File: config.mk
export PLATFORM = sky130hd
export DESIGN_NAME = dsp19x2_accum_arbiter
export DESIGN_NICKNAME = d
export VERILOG_FILES = /design/src/rtl/dsp19x2_accum_arbiter.sv
export SDC_FILE = /design/constraint.sdc
export NUM_CORES = 1
export LEC_CHECK = 0
export BUFFER_PORTS_ARGS = -buffer_cell sky130_fd_sc_hd__buf_4
export CAP_MARGIN = 25
export CORE_ASPECT_RATIO = 0.75
export CORE_UTILIZATION = 49
export CTS_CLUSTER_DIAMETER = 80
export CTS_CLUSTER_SIZE = 25
export DETAILED_ROUTE_END_ITERATION = 10
export GPL_ROUTABILITY_DRIVEN = 0
export PLACE_DENSITY = 0.87
export SLEW_MARGIN = 25
export SYNTH_ARGS = -nofsm -noshare
export SYNTH_HDL_FRONTEND = slang
export SYNTH_SLANG_ARGS = --single-unit
File: constraint.sdc
create_clock -name clk -period 3.2 [get_ports clk]
set_input_delay 0.32 -clock clk [delete_from_list [all_inputs] [get_ports clk]]
set_output_delay 0.32 -clock clk [all_outputs]
set_load 0.02 [all_outputs]
File: src/rtl/dsp19x2_accum_arbiter.sv
// Two-requester round-robin front end for a DSP19x2 multiply-accumulate slice.
// A granted requester streams operand beats into the DSP; when the job ends
// (last flag or maximum length) the block waits out the DSP pipeline, captures
// the accumulator and presents it on a valid/ready result port.
//
// Ports
//   clk, reset                 clock, asynchronous active-low reset
//   req_valid/req_ready [1:0]  per-requester beat handshake
//   req_a [39:0], req_b [35:0] operands {r1, r0}, 20-bit A / 18-bit B
//   req_last, req_sub [1:0]    job end marker, subtract mode (first beat only)
//   dsp_a, dsp_b               registered operands to the DSP
//   dsp_en, dsp_load, dsp_sub  DSP consume / load-instead-of-accumulate / subtract
//   dsp_z [37:0]               DSP accumulator output
//   res_valid/res_ready        result handshake
//   res_data, res_id, res_err  captured accumulator, owner, truncation flag
//
// state  | meaning
// IDLE   | no job; grant on any req_valid (round-robin pointer first)
// STREAM | accepting beats from the granted requester
// DRAIN  | waiting LAT cycles for the last product to reach dsp_z
// RESULT | holding the result until res_ready

module dsp19x2_accum_arbiter #(
  parameter int LAT   = 1,
  parameter int CNT_W = 4
) (
  input  logic        clk,
  input  logic        reset,
  input  logic [1:0]  req_valid,
  output logic [1:0]  req_ready,
  input  logic [39:0] req_a,
  input  logic [35:0] req_b,
  input  logic [1:0]  req_last,
  input  logic [1:0]  req_sub,
  output logic [19:0] dsp_a,
  output logic [17:0] dsp_b,
  output logic        dsp_en,
  output logic        dsp_load,
  output logic        dsp_sub,
  input  logic [37:0] dsp_z,
  output logic        res_valid,
  input  logic        res_ready,
  output logic [37:0] res_data,
  output logic        res_id,
  output logic        res_err
);

  typedef enum logic [1:0] {IDLE, STREAM, DRAIN, RESULT} state_t;

  // Beat index (0-based) of the longest allowed job's final beat.
  localparam logic [CNT_W-1:0] CNT_TRUNC = CNT_W'((1 << CNT_W) - 2);

  state_t           state, state_nxt;
  logic             gid;
  logic             ptr;
  logic             err;
  logic [CNT_W-1:0] beat_cnt;
  logic [1:0]       drain_cnt;

  logic        sel_valid, sel_last, sel_sub;
  logic [19:0] sel_a;
  logic [17:0] sel_b;
  logic        grant_id;
  logic        beat_acc, first_beat, job_end, drain_done, res_hs;

  assign sel_valid = gid ? req_valid[1]  : req_valid[0];
  assign sel_last  = gid ? req_last[1]   : req_last[0];
  assign sel_sub   = gid ? req_sub[1]    : req_sub[0];
  assign sel_a     = gid ? req_a[39:20]  : req_a[19:0];
  assign sel_b     = gid ? req_b[35:18]  : req_b[17:0];

  assign grant_id   = req_valid[ptr] ? ptr : ~ptr;
  assign beat_acc   = (state == STREAM) && sel_valid;
  assign first_beat = (beat_cnt == '0);
  assign job_end    = beat_acc && (sel_last || (beat_cnt == CNT_TRUNC));
  assign drain_done = (state == DRAIN) && (drain_cnt == 2'd0);
  assign res_hs     = (state == RESULT) && res_ready;

  always_ff @(posedge clk or negedge reset) begin
    if (!reset) state <= IDLE;
    else        state <= state_nxt;
  end

  always_comb begin
    state_nxt = state;
    req_ready = 2'b00;
    case (state)
      IDLE:   if (|req_valid) state_nxt = STREAM;
      STREAM: begin
        req_ready = gid ? 2'b10 : 2'b01;
        if (job_end) state_nxt = DRAIN;
      end
      DRAIN:  if (drain_done) state_nxt = RESULT;
      RESULT: if (res_ready) state_nxt = IDLE;
      default: state_nxt = IDLE;
    endcase
  end

  always_ff @(posedge clk or negedge reset) begin
    if (!reset) begin
      gid       <= 1'b0;
      ptr       <= 1'b0;
      err       <= 1'b0;
      beat_cnt  <= '0;
      drain_cnt <= 2'd0;
      dsp_a     <= '0;
      dsp_b     <= '0;
      dsp_en    <= 1'b0;
      dsp_load  <= 1'b0;
      dsp_sub   <= 1'b0;
      res_valid <= 1'b0;
      res_data  <= '0;
      res_id    <= 1'b0;
      res_err   <= 1'b0;
    end else begin
      dsp_en   <= beat_acc;
      dsp_load <= beat_acc && first_beat;

      if (state == IDLE && |req_valid) begin
        gid      <= grant_id;
        beat_cnt <= '0;
        err      <= 1'b0;
      end

      if (beat_acc) begin
        dsp_a    <= sel_a;
        dsp_b    <= sel_b;
        beat_cnt <= beat_cnt + 1'b1;
        if (first_beat) dsp_sub <= sel_sub;
      end

      // Reaching the length limit without a last flag is a truncation.
      if (job_end) begin
        drain_cnt <= 2'(LAT);
        err       <= ~sel_last;
      end

      if ((state == DRAIN) && !drain_done) drain_cnt <= drain_cnt - 1'b1;

      if (drain_done) begin
        res_valid <= 1'b1;
        res_data  <= dsp_z;
        res_id    <= gid;
        res_err   <= err;
        dsp_sub   <= 1'b0;
      end

      if (res_hs) begin
        res_valid <= 1'b0;
        ptr       <= ~res_id;
      end
    end
  end

endmodule

After elaboration in Yosys (flattened, before gate mapping). Index checks and enable logic that the tools add are counted.

Equality and inequality tests: 8. Mux-type cells: 26. Reduce and logical (&&, ||, !) cells: 21. Bitwise gates (word level): 3. Add/sub/neg operators: 2. Magnitude comparators: 1.

Operator list (number): $mux 20 (1); $mux 18 (1); $mux 2 (8); $mux 1 (13); $reduce_bool 2->1 (6); $mux 4 (2); $ne 2x2->1 const B (4); $pmux 2 s4 (1); $logic_and 1x1->1 (7); $add 4x1->4 const B (1); $eq 2x2->1 const B (2); $eq 4x4->1 const B (1); $logic_not 2->1 (2); $logic_not 4->1 (1); $reduce_and 4->1 (1); $not 1->1 (3); $eq 2x1->1 const B (1); $lt 1x2->1 const B (1); $reduce_and 2->1 (1); $reduce_or 2->1 (1); $sub 2x1->2 const B (1); $logic_not 1->1 (1); $logic_or 1x1->1 (1).

Bits in registers: 93. Output and inout port bits: 84. Word-level logic and storage cells: 76.

Longest topological paths before layout. Gate-level depths: netlist of run 1.

Depth after elaboration: 5. Mapped depth: 7. Gate-level depth less buffers: 6.

Least setup slack after synthesis of run 1. No wires, ideal clock.

Kind: reg2reg. Start point: register state[0]. End point: register state[1]. Data arrival time: 1.518 ns. Setup time: 0.125 ns. Stages on the path, launching flop included: 7. Data required time: 3.075 ns. Path slack: 1.557 ns. Path buffers: 0. Cells stage by stage: dfrtp_1 inv_1 ha_1 nor2b_1 a221oi_1 o21ai_0 mux2_2.

Word-level cells in the longest chain between the ends: 5.

Ends and longest elaborated chain: start, declared (line 53) `state_t state, state_nxt;`; start signal, assigned (line 81) `else state <= state_nxt;`; $eq 2x1->1 (line 73, 87); $logic_and 1x1->1 (line 73) `assign beat_acc = (state == STREAM) && sel_valid;`; $logic_and 1x1->1 (line 75) `assign job_end = beat_acc && (sel_last || (beat_cnt == CNT_TRUNC));`; $ne 2x2->1 (no source line); $reduce_and 4->1 (no source line).

Several ways; a longest one is shown, not always the timed one. A chain may end at the register's enable or synchronous reset.

Final worst setup path of run 1.
Start point: register gid. End point: output req_ready[1].

Word-level cells in the longest chain between the ends: 2.

Ends and longest elaborated chain: start, declared (line 54) `logic gid;`; start signal, assigned (line 120) `gid <= grant_id;`; $mux 2 (line 90) `req_ready = gid ? 2'b10 : 2'b01;`; $mux 2 (line 87) `case (state)`; end, declared (line 30) `output logic [1:0] req_ready,`.

No other way between the ends.

==> out/metrics.csv, run 1 <==
metric;value;unit
status;complete, but fails checks;
failing checks;negative hold slack;
hold_ws;-0.008813;ns
commonest non-fill, non-tap cell in the layout;buf_4;
largest net degree at the start of global routing;77;
cell count after synthesis;334;
Worst-Margin Slew;0.6893;ns
DR pass1 iterations;4;
Critical Path, Cell by Cell;buf_4 -> and2_1 -> buf_4;
grt ovf;0;
post-route minimum period;2.030;ns
unrepaired setup endpoints after global routing;false;
Slew headroom;54.05;%
setup bufs post-CTS;0;
Power Density;1002;mW/mm^2
Max Fclk;0.4925;GHz
Fin. Hold Viols;6;
total CTS buffers;9;
clk sinks;93;
Non-Filler Instances;648;
Mapped Area;0.004034;mm^2
Antenna Diode Count;0;
largest area contributor in the netlist;dfrtp_1;
Slew Viols, Final;0;
Netlist cell types;27;
DIE AREA;0.008603;mm^2
DR iter-0 viols;107;
#FFs+latches synth;93;
I/O pin count;207;
CTS root buf;clkbuf_8;
vias in the first global route;3172;
Final period util;63.45;%
Cells after DPL;632;
critical path class;register to output pin;
post-synthesis sequential area ratio;57.69;%
DRC violations left;0;
first-pass GRT wire length;15.21;mm
top cell type's share of synthesized area;57.69;%
Syn-to-layout area delta;45.38;%
slowest stage delay, CP;0.56;ns
CTS tree;yes;
Layout Utilization;74.07;%
final setup vio count;0;
switching share of total power;40.24;%
htree depth;3;
internal power;3.511;mW
hold buffers post-CTS;0;
Avg Cell Area, Syn;12.08;um^2
endpoint type of the worst setup path;output pin;
CP arrival;1.71;ns
Logic pwr share;51.2;%
worst vdd ir;560.8;uV
P_sw;2.364;mW
share of layout cells above drive strength 1;50.46;%
initial antenna violation count;0;
CTS max path bufs;2;
Global Route Usage Sum;23.34;%
Vias per Instance;4.966;
commonest cells after routing, fill and taps aside;buf_4, dfrtp_1, nand2_1;
Routed WL per cell;14.99;um
WL final;9.714;mm
skew final;0.009835;ns
Setup crit start kind;register;
Die W;106.8;um
Critical Path Most Common Cell;buf_4;
max cap viols;0;
setup TNS;0;ns
Clk network pwr share;13.8;%
I/O Buffers;206;
Max FO, Critical Path;43;
Synth area leaders;dfrtp_1, mux2_2, mux2i_1;
Post-layout nets;669;
Seq pwr share;35.0;%
floorplan core area;0.007918;mm^2
Initial Utilization;50.95;%
post-cts resize count;0;
post-route ant nets;0;
Worst EP required;2.88;ns
Reg clk slew, reported paths;0.09;ns
Syn Nets;465;
via count;3218;
worst skew pair latency;0.36;ns
Yosys warning total;0;
Slowest-stage cell, CP;buf_4;
FP Rows;28;
Leakage;3.042;nW
die height;80.58;um
Hold/Removal Path Class;input pin to async pin;
DP Wirelength;7.436;mm
-- cells in the mapped netlist, drive strengths merged --
cell	n
dfrtp	93
nand2	47
o21ai	45
mux2i	43
mux2	41
buf	10
inv	10
clkbuf	8
ha	8
a21oi	6
nor2	6
nand3	5
a221oi	2
a31oi	2
a21o	1
a22o	1
and2	1
and3	1
nand2b	1
nor2b	1
nor3b	1
xor2	1
-- flip-flops by register name, summed over array words and instances, names as in the netlist --
register   cells
beat_cnt       4
drain_cnt      2
dsp_a         20
dsp_b         18
dsp_en         1
dsp_load       1
dsp_sub        1
err            1
gid            1
ptr            1
res_data      38
res_err        1
res_id         1
res_valid      1
state          2
-- cell families (layout without fill, tap and decap cells) --
logic type               after synthesis  after routing  synth area share (%)
buffers and inverters                 28            237                 3.226
AO/OA/AOI/OAI                         57             57                 7.630
adder cells (fa/ha/maj)                8              8                 2.481
multiplexers                          84             84                 22.21
XOR/XNOR                               1              1                0.2172
flip-flops                            93             93                 57.69
AND/OR/NAND/NOR                       63             63                 6.545
-- routing by layer --
layer	GRT usage, %	share of wire, %
met3	5.195	6.0
met5	0	0
met4	10.82	2.4
met1	27.19	41
met2	41.29	51
-- area by class of cell --
| cell class | count | area, um^2 |
|---|---|---|
| Fill cell | 578 | 2053 |
| Inverter | 10 | 37.54 |
| Tap cell | 105 | 131.4 |
| Clock inverter | 7 | 82.58 |
| Clock buffer | 9 | 123.9 |
| Timing Repair Buffer | 211 | 1584 |
| Sequential cell | 93 | 2328 |
| Multi-Input combinational cell | 213 | 1577 |
-- stage by stage --
stage / setup WS, ns / power (mW) / instance area, um^2
after floorplan: 1.557 / 3.878 / 4034
after global placement: 1.337 / 4.979 / 5658
after detailed placement: 1.226 / 5.113 / 5658
after CTS: 1.148 / 5.923 / 5864
after global routing: 1.078 / 6.245 / 5864
final: 1.170 / 5.875 / 5864
-- power by group through the flow --
stage | sequential [mW] | combinational, mW | clock (mW)
after detailed placement | 2.07 | 3.04 | 0
after global routing | 2.12 | 3.24 | 0.881
after floorplan | 2.65 | 1.23 | 0
final | 2.06 | 3.01 | 0.813
after CTS | 2.05 | 3.04 | 0.829
after global placement | 2.05 | 2.93 | 0
-- path summary, 6_finish.rpt --
check / startpoint / end / cells past startpoint / slack (ns)
worst max-delay path: gid$_DFFE_PN0P_ / req_ready[1] / 3 / 1.17
worst min-delay path: reset / dsp_a[10]$_DFFE_PN0P_ / 1 / -0.009
worst max register to register: state[0]$_DFFE_PN0P_ / res_data[11]$_DFFE_PN0P_ / 5 / 1.20
worst min register to register: dsp_a[15]$_DFFE_PN0P_ / dsp_a[15]$_DFFE_PN0P_ / 2 / 0.49
max in group asynchronous: reset / res_data[26]$_DFFE_PN0P_ / 2 / 2.46
min in group clk: res_ready / res_valid$_DFFE_PN0P_ / 2 / 0.14
-- worst max-delay path: cells and delay by family, from the launching register on --
family	cells	cell delay (ns)
flops	1	0.42
simple gates	1	0.22
buf+inv	2	0.70
No activity file was read; power rests on OpenSTA's default activity.
==> run 2: changes to the inputs <==
--- a/config.mk
+++ b/config.mk
@@ -5,15 +5,16 @@
 export SDC_FILE = /design/constraint.sdc
 export NUM_CORES = 1
 export LEC_CHECK = 0
+export ABC_AREA = 1
 export BUFFER_PORTS_ARGS = -buffer_cell sky130_fd_sc_hd__buf_4
 export CAP_MARGIN = 25
 export CORE_ASPECT_RATIO = 0.75
-export CORE_UTILIZATION = 49
+export CORE_UTILIZATION = 45
 export CTS_CLUSTER_DIAMETER = 80
 export CTS_CLUSTER_SIZE = 25
 export DETAILED_ROUTE_END_ITERATION = 10
 export GPL_ROUTABILITY_DRIVEN = 0
-export PLACE_DENSITY = 0.87
+export PLACE_DENSITY = 0.81
 export SLEW_MARGIN = 25
 export SYNTH_ARGS = -nofsm -noshare
 export SYNTH_HDL_FRONTEND = slang
==> constraint.sdc (replaced) <==
create_clock -name clk -period 1.9 [get_ports clk]
set_input_delay 0.19 -clock clk [delete_from_list [all_inputs] [get_ports clk]]
set_output_delay 0.19 -clock clk [all_outputs]
set_load 0.02 [all_outputs]
==> run 2 against run 1 <==
The flow finishes with violations (design-rule violations). Total power rose by 79%. Flip-flop and latch count did not move. Worst setup slack got worse by 0.94 ns. Global-route usage fell by 0.49 points. Count of clock-buffer cells in the layout rose by 1. Via count rose by 20%. Critical endpoint is now beat_cnt[3]$_DFFE_PN0P_. Largest cell class unchanged. Largest power group unchanged.
==> out/metrics.csv, run 2 <==
metric;value;unit
total CTS buffers;9;
commonest non-fill, non-tap cell in the layout;nand2_1;
CTS max path bufs;2;
skew final;0.008183;ns
Slew Viols, Final;0;
Antenna Diode Count;0;
FP Rows;29;
setup TNS;0;ns
critical path class;register to register;
final setup vio count;0;
clk sinks;93;
largest net degree at the start of global routing;60;
Post-synth top cells;nand2_1, dfrtp_1, nor2_1, a31oi_1, inv_1;
Worst EP required;2.11;ns
terminus of the critical flop-to-flop path;beat_cnt[3]$_DFFE_PN0P_;
max reg flops;38;
Max Fclk;0.5977;GHz
Syn-to-layout area delta;48.85;%
#FFs+latches synth;93;
DR pass1 iterations;8;
Regs by FF count;res_data x38, dsp_a x20, dsp_b x18;
Global Route Usage Sum;22.85;%
DRC violations left;30;
worst vdd ir;921.4;uV
unrepaired setup endpoints after global routing;false;
die height;83.90;um
Met1 Routed Length;4.468;mm
Post-layout nets;809;
ys async rst share;100.0;%
Fin. Hold Viols;0;
R2R depth;8;
endpoint type of the worst setup path;register;
max cap viols;0;
CTS tree;yes;
top cell type's share of synthesized area;57.84;%
Final period util;88.06;%
htree depth;3;
Placed Area;0.005694;mm^2
Die W;111.2;um
failing checks;design-rule violations;
Slew headroom;55.79;%
largest area contributor in the netlist;dfrtp_1;
post-synthesis sequential area ratio;57.84;%
Vias per Instance;4.877;
worst setup path startpoint;state[1]$_DFFE_PN0P_;
Worst-Margin Slew;0.6563;ns
ys flop type;dfrtp_1;
post-route minimum period;1.673;ns
post-route ant nets;0;
Avg Cell Area, Syn;8.471;um^2
post-route cell area;0.005989;mm^2
multi-input logic area;0.001513;mm^2
DR iter-0 viols;146;
number of enable flip-flop cells after synthesis;0;
R2R setup slack;0.23;ns
Routed WL per cell;13.12;um
cell count after synthesis;475;
Leakage;3.175;nW
Netlist cell types;23;
Hold/Removal Path Class;input pin to register;
setup bufs post-CTS;0;
WL final;10.37;mm
I/O pin count;207;
I/O Buffers;206;
post-cts resize count;0;
Power Density;1758;mW/mm^2
met2 WL;4.917;mm
fillers;688;
Biggest register;res_data;
worst skew pair latency;0.33;ns
Top Layer Used;met4;
Synth area leaders;dfrtp_1, nand2_1, a31oi_1;
grt ovf;0;
most common cell in the synthesized netlist;nand2_1;
CP arrival;1.88;ns
via count;3858;
first-pass GRT wire length;16.98;mm
floorplan core area;0.008563;mm^2
status;complete, but fails checks;
CTS root buf;clkbuf_16;
Setup crit start kind;register;
Syn Nets;606;
initial antenna violation count;0;
Worst Setup EP;beat_cnt[3]$_DFFE_PN0P_;
Mapped Area;0.004024;mm^2
Initial Utilization;46.99;%
Worst R2R Start;state[1]$_DFFE_PN0P_;
Reg clk slew, reported paths;0.07;ns
metal3 WL;801;um
DP Wirelength;7.763;mm
Storage cell area;0.002327;mm^2
vias in the first global route;3770;
share of layout cells above drive strength 1;34.85;%
Max FO, Critical Path;22;
commonest cells after routing, fill and taps aside;nand2_1, buf_4, dfrtp_1;
DIE AREA;0.009328;mm^2
Yosys warning total;0;
[run 2: cell types whose count changed after synthesis, sizes merged, moves of 2 or more]
cell	before	now
a31oi	2	38
clkbuf	8	11
nor2	6	42
mux2i	43	0
o21ai	45	11
inv	10	16
nand2	47	223
a221oi	2	0
mux2	41	0
buf	10	14
o22ai	0	2
nand3	5	10
a21oi	6	2
[run 2: layout make-up]
class	count	share of cell area, %
Clock inverter	6	0.7729
Inverter	16	1.003
Multi-Input combinational cell	341	25.26
Sequential cell	93	38.86
Clock buffer	10	3.990
Tap cell	108	2.256
Timing Repair Buffer	217	27.87
[run 2: worst max-delay path, cell delays in order, from the launching register on]
cell     delay (ns)
dfrtp_1        0.41
inv_1          0.09
ha_1           0.25
nand3_1        0.15
nand2_4        0.12
buf_4          0.25
inv_2          0.10
nand3_1        0.08
o21ai_0        0.10
[run 2: what timing repair did]
action / in CTS / in global routing
hold endpoints to repair: 43 / 0
setup endpoints to repair: 0 / 0
hold buffers: 1 / 0
[run 2: kinds of logic (layout without fill, tap and decap cells)]
logic type | count (synthesis) | after routing | synth area share (%)
AO/OA/AOI/OAI | 53 | 53 | 7.929
buffers and inverters | 41 | 249 | 4.571
adder cells (fa/ha/maj) | 8 | 8 | 2.488
XOR/XNOR | 2 | 2 | 0.4354
flip-flops | 93 | 93 | 57.84
AND/OR/NAND/NOR | 278 | 278 | 26.74
[run 2: where the power goes]
group,switching (mW),internal [mW]
logic,3.16,2.17
registers,0.560,2.96
clock network,0.758,0.929
[run 2: per-stage QoR]
step	std cells	utilization, %	power [mW]	hold slack (ns)	worst slack [ns]
2_1_floorplan	475	-	6.619	-0.1056	0.5084
3_3_place_gp	774	66.50	8.688	0.2216	0.3519
3_5_place_dp	774	66.50	8.906	0.2309	0.2331
4_1_cts	791	69.94	10.63	0.04175	0.2161
5_1_grt	791	69.94	11.24	0.05092	0.05259
6_report	791	69.94	10.53	0.05337	0.2268
[run 2: worst min path at each step]
stage | start | end | slack (ns) | depth (start not counted)
floorplan | reset | beat_cnt[0]$_DFFE_PN0P_ | -0.11 | 0
global placement | reset | res_data[23]$_DFFE_PN0P_ | 0.22 | 1
detailed placement | reset | res_data[23]$_DFFE_PN0P_ | 0.23 | 1
CTS | dsp_z[21] | res_data[21]$_DFFE_PN0P_ | 0.04 | 3
global route | dsp_z[32] | res_data[32]$_DFFE_PN0P_ | 0.05 | 3
finish | dsp_z[19] | res_data[19]$_DFFE_PN0P_ | 0.05 | 3
[run 2: routing by layer]
metal | vias to the layer above | GRT usage (%)
met3 | 17 | 5.664
met5 | - | 0
met4 | 0 | 7.862
li1 | 1914 | -
met1 | 1773 | 27.51
met2 | 154 | 40.06
==> run 3: changes to the inputs <==
--- a/config.mk
+++ b/config.mk
@@ -8,13 +8,15 @@
 export ABC_AREA = 1
 export BUFFER_PORTS_ARGS = -buffer_cell sky130_fd_sc_hd__buf_4
 export CAP_MARGIN = 25
+export CELL_PAD_IN_SITES_DETAIL_PLACEMENT = 1
+export CELL_PAD_IN_SITES_GLOBAL_PLACEMENT = 2
 export CORE_ASPECT_RATIO = 0.75
-export CORE_UTILIZATION = 45
+export CORE_UTILIZATION = 24
 export CTS_CLUSTER_DIAMETER = 80
 export CTS_CLUSTER_SIZE = 25
 export DETAILED_ROUTE_END_ITERATION = 10
 export GPL_ROUTABILITY_DRIVEN = 0
-export PLACE_DENSITY = 0.81
+export PLACE_DENSITY = 0.8
 export SLEW_MARGIN = 25
 export SYNTH_ARGS = -nofsm -noshare
 export SYNTH_HDL_FRONTEND = slang
==> run 3 against run 2 <==
The run now ends clean. Critical path type is now register to output pin. Worst hold slack got worse by 0.015 ns. First-iteration DRC count increased by 21%. Register-to-register slack better by 0.02 ns. Largest cell class unchanged. Via count grew 0.83%. Critical endpoint is now req_ready[0]. Critical path depth decreased by 2.
==> out/metrics.csv, run 3 (synthesis gave the netlist of run 2 again) <==
metric;value;unit
status;complete, no violations;
I/O Buffers;206;
FP Rows;40;
Placed Area;0.005857;mm^2
Biggest register;res_data;
worst vdd ir;640.9;uV
CTS tree;yes;
Setup crit start kind;register;
DR pass1 iterations;4;
DIE AREA;0.01729;mm^2
first-pass GRT wire length;20.27;mm
Worst-Margin Slew;0.7547;ns
critical path class;register to output pin;
Post-layout nets;818;
Max Fclk;0.5756;GHz
grt ovf;0;
max reg flops;38;
clk sinks;93;
Final period util;91.44;%
endpoint type of the worst setup path;output pin;
I/O pin count;207;
CP arrival;1.55;ns
Regs by FF count;res_data x38, dsp_a x20, dsp_b x18;
Vias per Instance;4.313;
Post-Place Setup Slack;0.1412;ns
Worst EP required;1.71;ns
Global Route Usage Sum;15.19;%
Reg clk slew, reported paths;0.06;ns
initial antenna violation count;0;
fillers;1949;
via count;3890;
commonest cells after routing, fill and taps aside;nand2_1, buf_4, dfrtp_1;
Max FO, Critical Path;4;
Layout Utilization;38.30;%
post-route ant nets;0;
Antenna Diode Count;0;
unrepaired setup endpoints after global routing;false;
floorplan core area;0.01622;mm^2
worst skew pair latency;0.34;ns
DP Wirelength;9.724;mm
htree depth;3;
Leakage;3.235;nW
Initial Utilization;24.81;%
largest net degree at the start of global routing;44;
CTS max path bufs;2;
post-route cell area;0.006211;mm^2
Slew Viols, Final;0;
Slew headroom;49.16;%
post-route minimum period;1.737;ns
commonest non-fill, non-tap cell in the layout;nand2_1;
Hold/Removal Path Class;input pin to register;
Power Density;1739;mW/mm^2
share of layout cells above drive strength 1;35.69;%
die height;114.1;um
skew final;0.006726;ns
total CTS buffers;9;
Die W;151.5;um
CTS root buf;clkbuf_16;
WL final;12.88;mm
DRC violations left;0;
Fin. Hold Viols;0;
DR iter-0 viols;176;
Routed WL per cell;14.27;um
max cap viols;0;
setup ws final;0.1626;ns
setup TNS;0;ns
final setup vio count;0;
Syn-to-layout area delta;54.35;%
vias in the first global route;4094;
==> run 3: power breakdown <==
part / total [mW] / leakage (nW) / internal (mW) / switching [mW]
clock network: 1.74 / 0.138 / 0.959 / 0.778
logic: 5.49 / 1.99 / 2.29 / 3.21
registers: 3.57 / 1.11 / 2.96 / 0.612
total: 10.8 / 3.24 / 6.21 / 4.60
==> run 3: through the flow <==
step | total power, mW | hold slack (ns) | instances
finish | 10.80 | 0.03792 | 902
global route | 11.67 | 0.03146 | 902
CTS | 10.90 | 0.02099 | 896
detailed placement | 9.097 | 0.2392 | 879
global placement | 8.904 | 0.2348 | 879
floorplan | 6.619 | -0.1056 | 475
==> run 3: final cells by class <==
cell class,count,area [um^2],area share (%)
clock buffer,11,252.7,4.069
clock inverter,5,33.78,0.5439
inverter,16,60.06,0.9670
multi-input combinational,341,1513,24.36
sequential,93,2327,37.47
tap,210,262.8,4.230
timing repair buffer,226,1762,28.36
==> run 3: final timing paths <==
| path | from | endpoint | slack [ns] | depth (start not counted) |
|---|---|---|---|---|
| worst max-delay path | state[1]$_DFFE_PN0P_ | req_ready[0] | 0.16 | 6 |
| worst min-delay path | dsp_z[32] | res_data[32]$_DFFE_PN0P_ | 0.04 | 3 |
| worst max register to register | state[1]$_DFFE_PN0P_ | dsp_a[9]$_DFFE_PN0P_ | 0.25 | 8 |
| worst min register to register | res_data[13]$_DFFE_PN0P_ | res_data[13]$_DFFE_PN0P_ | 0.48 | 2 |
| max in group asynchronous | reset | dsp_a[15]$_DFFE_PN0P_ | 0.87 | 3 |
| min in group asynchronous | reset | res_data[23]$_DFFE_PN0P_ | 0.39 | 2 |
==> run 3: worst max-delay path: stages, from the launching register on <==
cell,delay (ns)
dfrtp_1,0.43
inv_1,0.10
ha_1,0.23
buf_4,0.15
inv_1,0.03
nor2_1,0.10
buf_4,0.15
==> run 3: repair_timing <==
item | in CTS | in global routing
hold buffers | 1 | 0
buffers inserted | 0 | 6
endpoints found under the hold margin | 40 | 0
gates resized for setup | 0 | 0
endpoints found under the setup margin | 0 | 1
==> run 3: metal layers <==
layer	GRT usage, %	wire length, um	vias up
li1	-	-	1929
met1	20.49	5974	1826
met2	23.38	5752	123
met3	4.502	988	12
met4	4.686	159	0
met5	0	0	-
